### config.mk
export PLATFORM = sky130hd
export DESIGN_NAME = mem_access_unit
export DESIGN_NICKNAME = d
export VERILOG_FILES = /design/src/rtl/mem_access_unit_pkg.sv /design/src/rtl/mem_access_unit_load_extract.sv /design/src/rtl/mem_access_unit.sv
export SDC_FILE = /design/constraint.sdc
export NUM_CORES = 1
export LEC_CHECK = 0
export BUFFER_PORTS_ARGS = -buffer_cell sky130_fd_sc_hd__buf_2
export CAP_MARGIN = 20
export CORE_ASPECT_RATIO = 1.4
export CORE_MARGIN = 4
export CORE_UTILIZATION = 46
export DETAILED_ROUTE_END_ITERATION = 7
export PLACE_DENSITY = 0.8
export SLEW_MARGIN = 20
export SYNTH_ARGS = -nofsm -noshare
export SYNTH_HDL_FRONTEND = slang
export SYNTH_SLANG_ARGS = --single-unit
### constraint.sdc
create_clock -name clk -period 2.4 [get_ports clk]
set_clock_uncertainty 0.15 [all_clocks]
set_input_delay 0.48 -clock clk [delete_from_list [all_inputs] [get_ports clk]]
set_output_delay 0.48 -clock clk [all_outputs]
set_load 0.01 [all_outputs]
### src/rtl/mem_access_unit_pkg.sv
`default_nettype none
// ============================================================================
// Module   : mem_access_unit_pkg
// Purpose  : Shared definitions for the load/store sequencer: access size
//            codes, sequencer state encoding, the default data-memory limit
//            and small helpers for alignment checks and byte enables.
// Revision : 1.0 - initial release
// ============================================================================
package mem_access_unit_pkg;

    localparam logic [1:0] SZ_BYTE    = 2'b00;
    localparam logic [1:0] SZ_HALF    = 2'b01;
    localparam logic [1:0] SZ_WORD    = 2'b10;
    localparam logic [1:0] SZ_ILLEGAL = 2'b11;

    localparam logic [31:0] ADDR_LIMIT_DEFAULT = 32'h0000_2000;

    typedef enum logic [2:0] {
        IDLE  = 3'd0,
        WRITE = 3'd1,
        READ  = 3'd2,
        DONE  = 3'd3,
        ERR   = 3'd4
    } state_t;

    // Misaligned, illegal size or beyond the end of data memory.
    function automatic logic addr_error(input logic [1:0]  size,
                                        input logic [31:0] addr,
                                        input logic [31:0] limit);
        logic bad;
        bad = (addr >= limit);
        case (size)
            SZ_BYTE: bad = bad;
            SZ_HALF: bad = bad | addr[0];
            SZ_WORD: bad = bad | (addr[1:0] != 2'b00);
            default: bad = 1'b1;
        endcase
        return bad;
    endfunction

    function automatic logic [3:0] byte_enables(input logic [1:0] size,
                                                input logic [1:0] addr_lo);
        logic [3:0] be;
        case (size)
            SZ_BYTE: be = 4'b0001 << addr_lo;
            SZ_HALF: be = addr_lo[1] ? 4'b1100 : 4'b0011;
            SZ_WORD: be = 4'b1111;
            default: be = 4'b0000;
        endcase
        return be;
    endfunction

endpackage
`default_nettype wire

### src/rtl/mem_access_unit_load_extract.sv
`default_nettype none
// ============================================================================
// Module   : load_extract
// Purpose  : Combinational lane select and sign/zero extension of a memory
//            word for byte, halfword and word loads.
// Ports    : i_word     - 32-bit word read from memory
//            i_addr_lo  - byte offset within the word
//            i_size     - access size code
//            i_sign_ext - 1 sign-extend, 0 zero-extend (sub-word only)
//            o_data     - right-aligned, extended result
// Revision : 1.0 - initial release
// ============================================================================
module load_extract
    import mem_access_unit_pkg::*;
(
    input  logic [31:0] i_word,
    input  logic [1:0]  i_addr_lo,
    input  logic [1:0]  i_size,
    input  logic        i_sign_ext,
    output logic [31:0] o_data
);

    logic [7:0]  w_byte;
    logic [15:0] w_half;

    always_comb begin
        case (i_addr_lo)
            2'd0:    w_byte = i_word[7:0];
            2'd1:    w_byte = i_word[15:8];
            2'd2:    w_byte = i_word[23:16];
            default: w_byte = i_word[31:24];
        endcase
        w_half = i_addr_lo[1] ? i_word[31:16] : i_word[15:0];

        case (i_size)
            SZ_BYTE: o_data = {{24{i_sign_ext & w_byte[7]}}, w_byte};
            SZ_HALF: o_data = {{16{i_sign_ext & w_half[15]}}, w_half};
            default: o_data = i_word;
        endcase
    end

endmodule
`default_nettype wire

### src/rtl/mem_access_unit.sv
`default_nettype none
// ============================================================================
// Module   : mem_access_unit
// Purpose  : Load/store sequencer between the CPU controller and the
//            word-organised data memory. Accepts one request per handshake,
//            checks alignment/range, drives byte enables and a one-cycle
//            write strobe, and holds the extended load result (MDR).
// Ports    : clk, reset        - clock, synchronous active-high reset
//            i_req/i_we/i_size/i_sign_ext/i_addr/i_wdata - request fields
//            o_busy/o_done/o_err_load/o_err_store       - controller status
//            o_load_data                                - load result
//            o_mem_we/o_mem_be/o_mem_addr/o_mem_wdata   - memory request
//            i_mem_rdata                                - memory read word
// Revision : 1.0 - initial release
// ============================================================================
module mem_access_unit
    import mem_access_unit_pkg::*;
#(
    parameter logic [31:0] ADDR_LIMIT = ADDR_LIMIT_DEFAULT
) (
    input  logic        clk,
    input  logic        reset,
    input  logic        i_req,
    input  logic        i_we,
    input  logic [1:0]  i_size,
    input  logic        i_sign_ext,
    input  logic [31:0] i_addr,
    input  logic [31:0] i_wdata,
    output logic        o_busy,
    output logic        o_done,
    output logic        o_err_load,
    output logic        o_err_store,
    output logic [31:0] o_load_data,
    output logic        o_mem_we,
    output logic [3:0]  o_mem_be,
    output logic [31:0] o_mem_addr,
    output logic [31:0] o_mem_wdata,
    input  logic [31:0] i_mem_rdata
);

    state_t      r_state;
    state_t      w_next_state;
    logic        r_we;
    logic [1:0]  r_size;
    logic        r_sign_ext;
    logic [31:0] r_addr;
    logic [31:0] r_wdata;
    logic [31:0] r_load_data;
    logic [31:0] w_extracted;
    logic        w_accept;

    // Requests are only looked at in IDLE; anything arriving while busy,
    // including in the DONE/ERR cycle, is dropped.
    assign w_accept = (r_state == IDLE) && i_req;

    always_ff @(posedge clk) begin
        if (reset) begin
            r_state <= IDLE;
        end else begin
            r_state <= w_next_state;
        end
    end

    always_comb begin
        w_next_state = r_state;
        o_busy       = 1'b1;
        o_done       = 1'b0;
        o_err_load   = 1'b0;
        o_err_store  = 1'b0;
        o_mem_we     = 1'b0;
        o_mem_be     = 4'b0000;
        case (r_state)
            IDLE: begin
                o_busy = 1'b0;
                if (i_req) begin
                    if (addr_error(i_size, i_addr, ADDR_LIMIT)) begin
                        w_next_state = ERR;
                    end else if (i_we) begin
                        w_next_state = WRITE;
                    end else begin
                        w_next_state = READ;
                    end
                end
            end
            WRITE: begin
                o_mem_we     = 1'b1;
                o_mem_be     = byte_enables(r_size, r_addr[1:0]);
                w_next_state = DONE;
            end
            READ: begin
                w_next_state = DONE;
            end
            DONE: begin
                o_done       = 1'b1;
                w_next_state = IDLE;
            end
            ERR: begin
                o_done       = 1'b1;
                o_err_load   = ~r_we;
                o_err_store  = r_we;
                w_next_state = IDLE;
            end
            default: begin
                w_next_state = IDLE;
            end
        endcase
    end

    always_ff @(posedge clk) begin
        if (reset) begin
            r_we        <= 1'b0;
            r_size      <= SZ_BYTE;
            r_sign_ext  <= 1'b0;
            r_addr      <= 32'd0;
            r_wdata     <= 32'd0;
            r_load_data <= 32'd0;
        end else begin
            if (w_accept) begin
                r_we       <= i_we;
                r_size     <= i_size;
                r_sign_ext <= i_sign_ext;
                r_addr     <= i_addr;
                r_wdata    <= i_wdata;
            end
            if (r_state == READ) begin
                r_load_data <= w_extracted;
            end
        end
    end

    load_extract u_load_extract (
        .i_word     (i_mem_rdata),
        .i_addr_lo  (r_addr[1:0]),
        .i_size     (r_size),
        .i_sign_ext (r_sign_ext),
        .o_data     (w_extracted)
    );

    assign o_load_data = r_load_data;
    assign o_mem_addr  = r_addr;
    assign o_mem_wdata = r_wdata;

endmodule
`default_nettype wire

==> impl_metrics.yaml, run 1 <==
status:
  run_status: "completed"
yosys:
  synth-simple-area-share_pct: 22.29
  synthFlopType: "dfxtp_1"
  seq_area_frac_synth_pct: 47.47
  syn_avg_cell_area_um2: 7.884
  synth_area_leaders: "dfxtp_1, nand2_1, a21oi_1"
  netlist.area_leader.share_pct: 47.47
  synth_compound_gate_area_share_pct: 21.03
  synth_top_area_cell: "dfxtp_1"
  ys_types: 46
  synthAdderAreaFrac_pct: 0.8641
  muxShareOfSynthArea_pct: 2.851
  ys_seq_elements: 103
  synthCells: 551
  synth-xor-area-share_pct: 0.2016
  syn_area_um2: 4344
  syn-num-nets: 657
  ys_async_sr_fraction_pct: 0
  synth_top_family_by_area: "simple AND/OR/NAND/NOR gates"
  synth-edff-count: 0
  yosys_warnings: 0
power_and_ir_drop:
  p_total_w: 0.004781
  peakVddDrop_uv: 461.1
  power_density_nw_per_um2: 825.2
  p_leak_nw: 2.660
cts:
  cts_htree_levels: 3
  clock-sinks: 103
  clockBufferDepth: 2
  path_clk_slew_ns: 0.07
  clk_latency_ns: 0.34
  clock-root-buffer: "clkbuf_16"
  numCtsBuffers: 9
  tritoncts: "yes"
layout:
  nets: 848
  layout_common_cells: "buf_2, nand2_1, dfxtp_1, a21oi_1, nor2_1"
  drive_above_1_share_pct: 33.47
  final_area_um2: 5794
  layout_commonest_cell: "buf_2"
  diodes: 0
  area_delta_synth_final_pct: 33.38
sta:
  slew_headroom_pct: 57.41
  rsz0062_at_grt: "false"
  period_needed_ns: 2.226
  slew_viol_final: 0
  fin_ws_ns: 0.1743
  finalCritPeriodShare_pct: 92.74
  clock.fmax_mhz: 449.3
  setup_violations: 0
  tns_ns: 0
  worstMarginPinSlew_ns: 0.6389
  hold_viol_final: 0
drt:
  avgRoutedWirePerCell_um: 15.84
  vias: 4582
  drc: 0
  first_pass_iters: 5
  drt_iter0_drc: 198
  via_per_inst: 5.365
  ant_nets: 0
  routed_wl_um: 13530
critical_path:
  worstSetupPathType: "register to primary output"
  crit_end: "o_mem_be[0]"
  r2r_slack_ns: 0.47
  cp-end-kind: "primary output"
  r2r_start: "r_state[2]"
  start_kind: "register"
  path_max_fanout: 8
  rr_worst_depth: 5
  r2r_end: "r_state[0]"
  setup.worst_path.start: "o_mem_addr[0]"
  cp_data_arrival_time_ns: 1.60
  crit_required_ns: 1.77
floorplanning:
  start_util_pct: 47.57
  core_area_um2: 9131
  ios: 208
  rows: 41
  die_x_um: 90.13
  dieArea_um2: 11080
  dieHeight_um: 123.0
worst_hold_path:
  hold_class: "input pin to register"
  min_from: "i_wdata[25]"
global_route:
  grt_pass1_wl_um: 21620
  grt_max_degree: 67
  grt_usage_pct: 24.08
  antenna_found_initial: 0
  grt_pass1_vias: 4494
  grt.overflow.total: 0
placed_design:
  numPortBuffers: 207
  routabilityCongestion: 0.9051
  hpwl_um: 10260
  dpl-instance-area_um2: 5474
  dp_slack_ns: 0.2646
flow_run:
  maxCapViolCount: 0
-- state kept, by name, indices dropped and copies added, names as in the netlist --
name         count
o_mem_addr      32
r_sign_ext       1
o_load_data     32
r_we             1
r_state          3
r_size           2
o_mem_wdata     32
-- power breakdown --
part	switching (W)	total, W	internal, W
clock	0.000632	0.00155	0.000917
sequential	0.000116	0.00203	0.00191
combinational	0.000722	0.00120	0.000481
-- layout make-up --
type | count | area [um2]
repair buffers | 224 | 1191
inverters | 8 | 30.03
fillers | 804 | 3337
flip-flops and latches | 103 | 2063
clock buffers | 11 | 232.7
multi-input cells | 396 | 2062
clock inverters | 5 | 81.33
well taps | 107 | 133.9
-- kinds of logic (layout without fill, tap and decap cells) --
kind of cell	Yosys count	in the layout
and+or+nand+nor	235	235
AOI/OAI and AO/OA	146	146
buffers and inverters	52	248
adders and majority gates	3	3
DFF	103	103
muxes	11	11
xor gates and xnor gates	1	1
-- per-stage QoR --
step / instances / hold WS, ns / util, %
global placement: 838 / 0.2889 / 59.95
floorplan: 551 / 0.2952 / -
detailed placement: 838 / 0.2931 / 59.95
global route: 854 / 0.2155 / 63.46
finish: 854 / 0.2246 / 63.46
CTS: 854 / 0.2087 / 63.39
-- routing by layer --
layer,part of all wire (%),track usage [%]
met5,0,0
met4,4.5,14.46
met3,8.6,6.512
met2,49,40.72
met1,38,27.35
-- worst min path at each step --
stage,endpoint,depth (start not counted)
3_5_place_dp,o_mem_wdata[31],2
5_1_grt,o_mem_addr[12],3
4_1_cts,o_mem_wdata[9],3
3_3_place_gp,o_mem_wdata[6],2
6_report,o_mem_wdata[25],3
2_1_floorplan,r_we,2
-- worst max-delay path, cell delays in order, from the launching register on --
cell,delay (ns)
dfxtp_1,0.48
nand2b_1,0.26
a21oi_1,0.28
nor2_1,0.09
buf_2,0.15
-- cell usage after synthesis (2+ instances only) --
master and n:
a211oi_1 31, nand2_1 161, buf_4 4, nor4_1 2, and3_1 7, or3_1 2
o21ai_0 11, nor2_1 46, buf_2 10, a21oi_1 79, mux2i_1 9, clkbuf_1 29
ha_1 3, a22oi_1 7, inv_1 7, nor3b_1 2, dfxtp_1 103, a22o_1 7
nor3_1 2, nor2b_1 3
-- repair_timing --
| action | 4_1_cts | 5_1_grt |
|---|---|---|
| buffers inserted | 0 | 0 |
| endpoints found under the setup margin | 0 | 4 |
| hold buffers | 0 | 0 |
| resized for setup | 0 | 2 |
Power figures use the tool's default switching activity.
==> inputs of run 2 (changes only) <==
--- a/config.mk
+++ b/config.mk
@@ -5,13 +5,13 @@
 export SDC_FILE = /design/constraint.sdc
 export NUM_CORES = 1
 export LEC_CHECK = 0
-export BUFFER_PORTS_ARGS = -buffer_cell sky130_fd_sc_hd__buf_2
 export CAP_MARGIN = 20
-export CORE_ASPECT_RATIO = 1.4
+export CORE_ASPECT_RATIO = 0.5
 export CORE_MARGIN = 4
-export CORE_UTILIZATION = 46
+export CORE_UTILIZATION = 63
 export DETAILED_ROUTE_END_ITERATION = 7
-export PLACE_DENSITY = 0.8
+export DONT_BUFFER_PORTS = 1
+export PLACE_DENSITY = 0.79
 export SLEW_MARGIN = 20
 export SYNTH_ARGS = -nofsm -noshare
 export SYNTH_HDL_FRONTEND = slang
==> impl_metrics.yaml, run 2 (same netlist as run 1, synthesis figures left out) <==
drt:
  ant_nets: 0
  vias: 3642
  via_per_inst: 5.763
  drt_iter0_drc: 295
  drc: 0
  routed_wl_um: 11270
  avgRoutedWirePerCell_um: 17.82
  first_pass_iters: 4
floorplanning:
  start_util_pct: 65.09
  dieArea_um2: 8369
  rows: 21
  core_area_um2: 6674
  dieHeight_um: 66.72
  die_x_um: 125.4
  ios: 208
cts:
  path_clk_slew_ns: 0.06
  clock-sinks: 103
  clk_latency_ns: 0.34
  numCtsBuffers: 9
  clockBufferDepth: 2
  tritoncts: "yes"
  hold_buffers: 0
  clock-root-buffer: "clkbuf_16"
  cts_htree_levels: 3
layout:
  nets: 641
  layout_common_cells: "nand2_1, dfxtp_1, a21oi_1, nor2_1, a211oi_1"
  register_area_um2: 2063
  layout_commonest_cell: "nand2_1"
  multi_input_area_um2: 2062
  area_delta_synth_final_pct: 9.303
  drive_above_1_share_pct: 8.333
  fillers: 549
  diodes: 0
sta:
  worstMarginPinSlew_ns: 0.4873
  slew_viol_final: 0
  tns_ns: 0
  rsz0062_at_grt: "false"
  fin_ws_ns: 0.2072
  setup_violations: 0
  slew_headroom_pct: 67.43
  finalCritPeriodShare_pct: 91.37
  clock.fmax_mhz: 456.0
  hold_viol_final: 0
  period_needed_ns: 2.193
worst_hold_path:
  hold_depth: 1
  hold_class: "input pin to register"
critical_path:
  slowest_delay_ns: 0.46
  cp-end-kind: "primary output"
  start_kind: "register"
  crit_required_ns: 1.77
  r2r_slack_ns: 0.39
  worstSetupPathType: "register to primary output"
  crit_path_cell_trace: "buf_4 > clkinvlp_4 > a21oi_1 > nor2_1"
  cp_data_arrival_time_ns: 1.56
  slowest_stage: "dfxtp_1"
  rr_worst_depth: 4
  path_max_fanout: 9
global_route:
  grt_usage_pct: 26.03
  grt_pass1_vias: 3315
  grt.overflow.total: 0
  grt_max_degree: 103
  grt_pass1_wl_um: 17330
  antenna_found_initial: 0
power_and_ir_drop:
  share_comb_of_total_power_pct: 16.2
  peakVddDrop_uv: 626.2
  power_frac_clock_pct: 36.6
  p_sw_share_pct: 29.02
  p_switching_w: 0.001327
  p_leak_nw: 1.716
  power_density_nw_per_um2: 962.9
  seqPwrFrac_pct: 47.2
  internal_power_w: 0.003245
placed_design:
  routabilityCongestion: 0.8091
  hpwl_um: 8054
  dp_slack_ns: 0.4019
  numPortBuffers: 0
status:
  run_status: "completed"
flow_run:
  maxCapViolCount: 0
run 2: timing repair:
item | in CTS | in global routing
hold endpoints to repair | 0 | 0
setup endpoints to repair | 0 | 3
gates resized for setup | 0 | 3
setup buffers | 0 | 0
run 2: critical path: cells and delay by family, from the launching register on:
family / cells / cell delay (ns)
flip-flops: 1 / 0.46
buffers and inverters: 2 / 0.43
AO/OA/AOI/OAI: 1 / 0.21
AND/OR/NAND/NOR: 1 / 0.12
run 2: metal layers:
metal / vias to the layer above / wire (um) / global-route usage [%]
met5: - / 0 / 0
met4: 0 / 125 / 5.676
met3: 14 / 1329 / 14.49
met2: 148 / 5441 / 42.15
met1: 1647 / 4368 / 30.58
li1: 1833 / - / -
run 2: per-stage QoR:
| stage | cell area, um2 | total power, W | hold slack [ns] | cells | utilization [%] |
|---|---|---|---|---|---|
| floorplan | 4344 | 0.002784 | 0.2952 | 551 | - |
| global placement | 4392 | 0.002907 | 0.2994 | 616 | 65.80 |
| detailed placement | 4392 | 0.002936 | 0.3274 | 616 | 65.80 |
| CTS | 4738 | 0.004591 | 0.04507 | 632 | 71.00 |
| global route | 4748 | 0.004787 | 0.02900 | 632 | 71.15 |
| finish | 4748 | 0.004572 | 0.05759 | 632 | 71.15 |
run 2: layout make-up:
type,count,share of cell area (%)
Multi-Input combinational cell,396,43.43
Timing Repair Buffer,17,2.688
Clock inverter,5,2.187
Sequential cell,103,43.45
Clock buffer,11,5.112
Inverter,8,0.7115
Tap cell,92,2.424
run 2: worst paths after layout:
| check | start | end |
|---|---|---|
| worst max-delay path | o_mem_addr[1] | o_mem_be[0] |
| worst min-delay path | reset | o_mem_addr[25] |
| worst max register to register | o_mem_addr[0] | o_load_data[15] |
| worst min register to register | r_sign_ext | r_sign_ext |
run 2: power groups by stage:
stage | Clock, W | Combinational (W) | Sequential, W
after global routing | 0.00177 | 0.000836 | 0.00218
final | 0.00167 | 0.000741 | 0.00216
after floorplan | 0 | 0.000645 | 0.00214
after global placement | 0 | 0.000717 | 0.00219
after detailed placement | 0 | 0.000740 | 0.00220
after CTS | 0.00169 | 0.000744 | 0.00216
==> inputs of run 3 (changes only) <==
--- a/config.mk
+++ b/config.mk
@@ -9,6 +9,7 @@
 export CORE_ASPECT_RATIO = 0.5
 export CORE_MARGIN = 4
 export CORE_UTILIZATION = 63
+export CTS_BUF_LIST = sky130_fd_sc_hd__clkbuf_8 sky130_fd_sc_hd__clkbuf_16
 export DETAILED_ROUTE_END_ITERATION = 7
 export DONT_BUFFER_PORTS = 1
 export PLACE_DENSITY = 0.79
==> impl_metrics.yaml, run 3 (same netlist as run 1, synthesis figures left out) <==
cts:
  numCtsBuffers: 9
  clock-root-buffer: "clkbuf_16"
  clk_latency_ns: 0.34
  tritoncts: "yes"
  path_clk_slew_ns: 0.06
  post_cts_buffers: 0
  clock-sinks: 103
  hold_buffers: 0
  clockBufferDepth: 2
  cts_htree_levels: 3
sta:
  finalCritPeriodShare_pct: 91.37
  setup_violations: 0
  slew_headroom_pct: 67.42
  worstMarginPinSlew_ns: 0.4875
  slew_viol_final: 0
  clock.fmax_mhz: 456.0
  period_needed_ns: 2.193
  fin_ws_ns: 0.2072
  tns_ns: 0
  rsz0062_at_grt: "false"
  hold_viol_final: 0
floorplanning:
  rows: 21
  die_x_um: 125.4
  ios: 208
  core_area_um2: 6674
  dieArea_um2: 8369
  start_util_pct: 65.09
  dieHeight_um: 66.72
critical_path:
  cp-end-kind: "primary output"
  path_max_fanout: 9
  cp_data_arrival_time_ns: 1.56
  worstSetupPathType: "register to primary output"
  start_kind: "register"
  crit_required_ns: 1.77
placed_design:
  routabilityCongestion: 0.8091
  hpwl_um: 8054
  dpl-instance-area_um2: 4392
  dp_slack_ns: 0.4019
  numPortBuffers: 0
flow_run:
  maxCapViolCount: 0
layout:
  diodes: 0
  layout_common_cells: "nand2_1, dfxtp_1, a21oi_1, nor2_1, a211oi_1"
  nets: 641
  area_delta_synth_final_pct: 9.303
  drive_above_1_share_pct: 8.333
  final_area_um2: 4748
  layout_commonest_cell: "nand2_1"
power_and_ir_drop:
  peakVddDrop_uv: 626.1
  power_density_nw_per_um2: 962.0
  p_leak_nw: 1.720
drt:
  ant_nets: 0
  avgRoutedWirePerCell_um: 17.83
  drt_iter0_drc: 292
  routed_wl_um: 11270
  via_per_inst: 5.782
  vias: 3654
  drc: 0
  first_pass_iters: 4
global_route:
  grt.overflow.total: 0
  grt_pass1_wl_um: 17330
  grt_use_met2_pct: 42.15
  grt-busiest-layer: "met2"
  antenna_found_initial: 0
  grt_usage_pct: 26.03
  grt_max_degree: 103
  use_met1_pct: 30.58
  grt_pass1_vias: 3315
  use_met3_pct: 14.49
status:
  run_status: "completed"
worst_hold_path:
  hold_class: "input pin to register"
run 3: layout make-up:
class / count / area [um2]
multi-input combinational: 396 / 2062
tap: 92 / 115.1
clock buffer: 10 / 239.0
sequential: 103 / 2063
clock inverter: 6 / 107.6
timing repair buffer: 17 / 127.6
fill: 549 / 1926
inverter: 8 / 33.78
run 3: report_power, final:
group	switching (W)	internal, W	leakage, nW
Combinational	0.000460	0.000282	0.703
Sequential	0.000242	0.00191	0.843
Clock	0.000625	0.00105	0.174
Total	0.00133	0.00324	1.72
run 3: metal layers:
metal	up-vias	share of wire, %
met2	148	49
li1	1832	-
met3	14	12
met1	1660	39
met4	0	1.1
met5	-	0
run 3: through the flow:
stage / util [%] / total power, W / hold slack [ns] / std cells
2_1_floorplan: - / 0.002784 / 0.2952 / 551
3_3_place_gp: 65.80 / 0.002907 / 0.2994 / 616
3_5_place_dp: 65.80 / 0.002936 / 0.3274 / 616
4_1_cts: 71.00 / 0.004588 / 0.04507 / 632
5_1_grt: 71.15 / 0.004783 / 0.02900 / 632
6_report: 71.15 / 0.004568 / 0.05763 / 632
run 3: worst max-delay path, stage by stage, from the launching register on:
cell and delay [ns]:
dfxtp_1 0.50, nand2b_1 0.28, a2bb2oi_1 0.22, nor2b_1 0.07, buf_4 0.14
run 3: path summary, 6_finish.rpt:
check / from / endpoint / slack [ns] / depth (start not counted)
setup / recovery: o_mem_addr[0] / o_mem_be[2] / 0.21 / 4
hold / removal: reset / o_mem_addr[25] / 0.06 / 1
setup reg to reg: o_mem_addr[0] / o_load_data[15] / 0.39 / 4
hold reg to reg: r_sign_ext / r_sign_ext / 0.34 / 2
run 3: repair_timing:
item	CTS	global route
setup endpoints to repair	0	3
hold endpoints to repair	0	0
gates resized for setup	0	3
